### config.mk
export PLATFORM = sky130hd
export DESIGN_NAME = piece_drop_ctrl
export DESIGN_NICKNAME = d
export VERILOG_FILES = /design/src/rtl/piece_drop_ctrl.sv
export SDC_FILE = /design/constraint.sdc
export NUM_CORES = 1
export LEC_CHECK = 0
export CAP_MARGIN = 20
export CORE_MARGIN = 1.5
export CORE_UTILIZATION = 58
export CTS_BUF_LIST = sky130_fd_sc_hd__clkbuf_4 sky130_fd_sc_hd__clkbuf_8 sky130_fd_sc_hd__clkbuf_16
export DETAILED_ROUTE_END_ITERATION = 16
export PLACE_DENSITY = 0.79
export SLEW_MARGIN = 10
export SYNTH_ARGS = -nofsm -noshare
export SYNTH_HDL_FRONTEND = slang
export SYNTH_SLANG_ARGS = --single-unit
export TNS_END_PERCENT = 100
### constraint.sdc
create_clock -name clk_i -period 2.3 [get_ports clk_i]
set_input_delay 0.575 -clock clk_i [delete_from_list [all_inputs] [get_ports clk_i]]
set_output_delay 0.575 -clock clk_i [all_outputs]
set_load 0.03 [all_outputs]
### src/rtl/piece_drop_ctrl.sv
// piece_drop_ctrl
// ---------------
// Gravity and drop controller for the Tetris core. Turns the gravity tick,
// the held soft-drop key and the hard-drop pulse into move-down requests to
// the board logic over a req/ack handshake. It tracks how many consecutive
// down attempts were blocked and asks for a lock once the lock delay runs
// out. It also reports how many rows the last hard drop covered, for scoring.
//
// Ports
//   clk_i        system clock
//   rst_i        synchronous, active-high reset
//   enable_i     game running; only looked at in IDLE and WAIT
//   tick_i       one-cycle gravity pulse from the clock divisor
//   soft_drop_i  level, down key held
//   hard_drop_i  one-cycle hard-drop pulse
//   down_req_o   move-down request, held until down_ack_i
//   down_ack_i   board response, only meaningful while down_req_o=1
//   down_ok_i    valid with down_ack_i: 1 = piece moved, 0 = blocked
//   lock_req_o   lock-piece request, held until lock_ack_i
//   lock_ack_i   lock done, next piece spawned
//   grounded_o   last down attempt was blocked
//   drop_rows_o  rows moved by the most recent hard drop, saturating at 31
//
// SOFT_PERIOD must be at least 2 and LOCK_TICKS at least 1.

module piece_drop_ctrl #(
   parameter int unsigned SOFT_PERIOD = 15000000,
   parameter int unsigned LOCK_TICKS  = 2
) (
   input  logic       clk_i,
   input  logic       rst_i,
   input  logic       enable_i,
   input  logic       tick_i,
   input  logic       soft_drop_i,
   input  logic       hard_drop_i,
   output logic       down_req_o,
   input  logic       down_ack_i,
   input  logic       down_ok_i,
   output logic       lock_req_o,
   input  logic       lock_ack_i,
   output logic       grounded_o,
   output logic [4:0] drop_rows_o
);

   localparam int unsigned GW = $clog2(LOCK_TICKS + 1);

   typedef enum logic [2:0] {
      IDLE,
      WAIT,
      REQ,
      HARD,
      HGAP,
      LOCK
   } state_t;

   state_t        state_q, state_d;
   logic          downReq_q, downReq_d;
   logic          lockReq_q, lockReq_d;
   logic          grounded_q, grounded_d;
   logic [4:0]    dropRows_q, dropRows_d;
   logic [GW-1:0] groundCnt_q, groundCnt_d;
   logic [31:0]   softCnt_q, softCnt_d;
   logic          softTick;
   logic          lockDue;

   // Soft-drop repeat counter. It runs in every state while the key is held
   // and restarts from zero as soon as the key is released, so a fresh press
   // always waits the full SOFT_PERIOD-1 cycles before its first trigger.
   always_comb begin
      softTick  = 1'b0;
      softCnt_d = softCnt_q + 32'd1;
      if (!soft_drop_i) begin
         softCnt_d = '0;
      end else if (softCnt_q == SOFT_PERIOD - 1) begin
         softTick  = 1'b1;
         softCnt_d = '0;
      end
   end

   // This blocked attempt would bring the run of blocked attempts up to the
   // lock delay, so the piece locks instead of going back to WAIT.
   assign lockDue = (32'(groundCnt_q) + 32'd1) >= LOCK_TICKS;

   // Next-state logic. Triggers are only consumed in WAIT; anything that
   // arrives in another state is simply dropped. The request outputs are
   // decoded from the next state so that they come straight out of flops.
   always_comb begin
      state_d     = state_q;
      grounded_d  = grounded_q;
      groundCnt_d = groundCnt_q;
      dropRows_d  = dropRows_q;
      unique case (state_q)
         IDLE: begin
            if (enable_i) state_d = WAIT;
         end
         WAIT: begin
            if (!enable_i) begin
               state_d = IDLE;
            end else if (hard_drop_i) begin
               state_d    = HARD;
               dropRows_d = '0;
            end else if (tick_i || softTick) begin
               state_d = REQ;
            end
         end
         REQ: begin
            if (down_ack_i) begin
               if (down_ok_i) begin
                  state_d     = WAIT;
                  grounded_d  = 1'b0;
                  groundCnt_d = '0;
               end else begin
                  grounded_d = 1'b1;
                  if (lockDue) begin
                     state_d = LOCK;
                  end else begin
                     state_d     = WAIT;
                     groundCnt_d = groundCnt_q + GW'(1);
                  end
               end
            end
         end
         HARD: begin
            if (down_ack_i) begin
               if (down_ok_i) begin
                  state_d = HGAP;
                  if (dropRows_q != 5'd31) dropRows_d = dropRows_q + 5'd1;
               end else begin
                  state_d    = LOCK;
                  grounded_d = 1'b1;
               end
            end
         end
         HGAP: begin
            state_d = HARD;
         end
         LOCK: begin
            if (lock_ack_i) begin
               state_d     = WAIT;
               grounded_d  = 1'b0;
               groundCnt_d = '0;
            end
         end
         default: begin
            state_d = IDLE;
         end
      endcase
      downReq_d = (state_d == REQ) || (state_d == HARD);
      lockReq_d = (state_d == LOCK);
   end

   // State and output registers; reset clears everything on the next edge,
   // even in the middle of a handshake.
   always_ff @(posedge clk_i) begin
      if (rst_i) begin
         state_q     <= IDLE;
         downReq_q   <= 1'b0;
         lockReq_q   <= 1'b0;
         grounded_q  <= 1'b0;
         dropRows_q  <= '0;
         groundCnt_q <= '0;
         softCnt_q   <= '0;
      end else begin
         state_q     <= state_d;
         downReq_q   <= downReq_d;
         lockReq_q   <= lockReq_d;
         grounded_q  <= grounded_d;
         dropRows_q  <= dropRows_d;
         groundCnt_q <= groundCnt_d;
         softCnt_q   <= softCnt_d;
      end
   end

   assign down_req_o  = downReq_q;
   assign lock_req_o  = lockReq_q;
   assign grounded_o  = grounded_q;
   assign drop_rows_o = dropRows_q;

endmodule
==> impl_results.md <==
- Status: finished, final reports clean
- Grt total ovfl: 0
- Starting density of the core: 59.93%
- Setup TNS: 0 ps
- TritonRoute pass-1 iters: 4
- PD cells: 490.3 nW/um^2
- Reg power frac: between 50% and 60%
- Die Y: between 60 and 70 um
- Post-Syn Area per Cell: approximately 8.2 sq um
- Port bufs: 16
- Initial DRC count: ~160
- Worst VDD drop: 248.9 uV
- CTS tree: yes
- Die span in x: 67.29 um
- Final setup margin: 210.9 ps
- Max clock buf depth: 2
- Delay-heaviest family, CP: simple AND/OR/NAND/NOR gates
- Synth unique cells: 42
- Global-route usage over all layers: 26.04%
- Clk sinks: 45
- CP Launch Type: flip-flop
- Postcts setup bufs: 0
- Slowest CP cell: dfxtp_1
- Switching Fraction: 21.77%
- Measured slew at the worst slew-check pin: 733.3 ps
- CTS Buf Count: 5
- Die Area: 4528 sq um
- FMAX: 478.7 MHz
- Area Overhead vs Synth: 16.28%
- Cells after DPL: 356
- Clock Power Share: between 30% and 40%
- Final std cells w/o fill: about 360
- Critical Path AT: 2320 ps
- Final ANT Viol Nets: 0
- Cell row count: 23
- Vias in the first global route: roughly 2000
- Post-route DRC: 0
- Clk Latency, worst-skew pair: 300 ps
- Commonest non-fill, non-tap cells in the layout: dfxtp_1, nor2_1, a21oi_1
- Clk pin slew, worst setup/hold paths: about 80 ps
- Post-CTS sizing: 0
- Drt total wl: 5.438 mm
- Net Switching: 0.2976 mW
- Root Buffer: clkbuf_8
- CTS H-tree lvls: 2
- Leak Pwr: 0.9012 nW
- Reg2Reg Depth: 5
- Final Max Tran Viols: 0
- Crit Path Max Fanout: 17
- Final hold viol count: 0
- Largest net degree at the start of global routing: 18
- Crit-path cells: nand4_4, or4_1, buf_4, or4_1, a21oi_1
- Sequential element share of the synthesized area: 37.58%
- I/O pin cnt: 17
- Maxcap violations: 0
- Final #Nets: 326
- Worst hold slack: 482.1 ps
- RSZ-0062 raised after global routing: false
- ANT cells: 0
- Avg Vias per Cell: between 6 and 7
- Final setup viols: 0
- Crit. path cell count: 5
- Global-route wire length before repair: 9.045 mm
- WP buf/inv: 1
- Crit path largest cell delay: 520 ps
- Worst slew margin: 51.11%
- Combinational power share: 5.4%
- Setup CP Type: reg2reg
- Share of layout cells above drive strength 1: between 10% and 20%
- Final min period: 2089 ps
- Post-Place Worst Slack: 84.99 ps
- Int Power: 1.069 mW
- Register bit total from synthesis: 45
- Worst Path Required: 2530 ps
- Tcrit/Tclk final: 90.83%
- Most common cell after layout, fill and taps aside: dfxtp_1
- CP endpoint kind: flip-flop
- Core footprint: about 4000 sq um
- Cell Area, Synth: 2397 sq um
- Placer Congestion: 0.8488
- Min-Delay Path Depth: 2
- Worst Skew: 6.880 ps
- Top cell by count, worst path: or4_1
- Filler cell count: 336
- Initial antenna violation count: 0
- Vias: approximately 2300
- Syn Inst Count: 292
- Placed wire-length estimate: just under 4 mm
- Yosys warns: 0
- WL/cell: approximately 15 um
- Syn Nets: 305
- Path type of the worst min-delay path: reg2reg
- Hold_buf cts: 0
-- synthesized netlist by cell type --
cell type  instances  area share, %
dfxtp_1           45             38
nor2_1            25            3.9
a21oi_1           22            4.6
nand3_1           19            4.0
nand2_1           17            2.7
nand4_1           16            4.2
clkbuf_1          14            2.2
or4_1             13            4.1
o31ai_1           12            3.8
nor4_1            10            2.6
o21ai_0           10            2.1
xor2_1             8            2.9
and4_1             7            2.6
nor3_1             7            1.5
inv_1              6           0.94
xnor2_1            6            2.2
buf_2              5            1.0
and3_1             4            1.0
ha_1               4            2.1
mux2i_1            4            1.7
nand3b_1           4            1.3
nor2b_1            4            1.0
or3b_2             4            1.5
and3b_1            3            1.1
o21a_1             2           0.63
o22ai_1            2           0.52
o41ai_1            2           0.73
or2_2              2           0.52
or3_1              2           0.52
a2111oi_0          1           0.37
a211oi_1           1           0.31
a21o_1             1           0.31
a221oi_1           1           0.37
a22oi_1            1           0.31
a32o_1             1           0.42
and2_1             1           0.26
and4b_1            1           0.42
buf_1              1           0.16
clkbuf_2           1           0.21
nand2b_1           1           0.26
nand4_4            1           0.89
or4b_1             1           0.42
-- tightest hold or removal path, cell delays in order (launching register included) --
cell,delay [ps]
dfxtp_1,330
nand2_1,60
a21oi_1,50
-- path summary, 6_finish.rpt --
kind | startpoint | end | slack, ps
max | softCnt_q[10] | softCnt_q[29] | 210
min | drop_rows_o[4] | drop_rows_o[4] | 480
max reg2reg | softCnt_q[10] | softCnt_q[29] | 210
min reg2reg | drop_rows_o[4] | drop_rows_o[4] | 480
-- power by group through the flow --
| stage | clock [mW] | sequential, mW | combinational [mW] |
|---|---|---|---|
| floorplan | 0 | 0.806 | 0.0386 |
| global placement | 0 | 0.808 | 0.0692 |
| detailed placement | 0 | 0.809 | 0.0734 |
| CTS | 0.515 | 0.790 | 0.0742 |
| global route | 0.536 | 0.791 | 0.0811 |
| finish | 0.502 | 0.790 | 0.0742 |
-- per-stage QoR --
step                cell area (sq um)  util (%)  power, mW
detailed placement               2698     67.44     0.8821
floorplan                        2397         -     0.8451
CTS                              2788     69.69      1.380
global route                     2788     69.69      1.408
global placement                 2683     67.06     0.8776
finish                           2788     69.69      1.367
-- kinds of logic (layout without fill, tap and decap cells) --
group / count (synthesis) / in the layout / share of synthesized area [%]
DFF: 45 / 45 / 37.58
muxes: 4 / 4 / 1.670
buffers and inverters: 27 / 48 / 4.540
xor gates and xnor gates: 14 / 14 / 5.115
AOI/OAI and AO/OA: 56 / 56 / 14.41
adders and majority gates: 4 / 4 / 2.088
and+or+nand+nor: 142 / 142 / 34.60
-- metal layers --
metal | share of wire, % | routed length, um | GRT usage [%] | up-vias
li1 | - | - | - | 1136
met1 | 47 | 2560 | 33.44 | 1100
met2 | 48 | 2590 | 43.19 | 40
met3 | 2.6 | 143 | 4.000 | 14
met4 | 2.6 | 144 | 11.48 | 0
met5 | 0 | 0 | 0 | -
-- sequential cells by signal, summed over array words and instances, names as in the netlist --
| register | cells |
|---|---|
| lock_req_o | 1 |
| state_q | 3 |
| grounded_o | 1 |
| groundCnt_q | 2 |
| softCnt_q | 32 |
| drop_rows_o | 5 |
| down_req_o | 1 |
-- cell type report --
class,instances,area [sq um],share of cell area (%)
Inverter,6,22.52,0.8079
Multi-Input combinational cell,220,1401,50.27
Timing Repair Buffer,35,310.3,11.13
Clock buffer,7,90.09,3.232
Tap cell,50,62.56,2.244
Sequential cell,45,900.9,32.32
(Power assumes the default switching activity.)
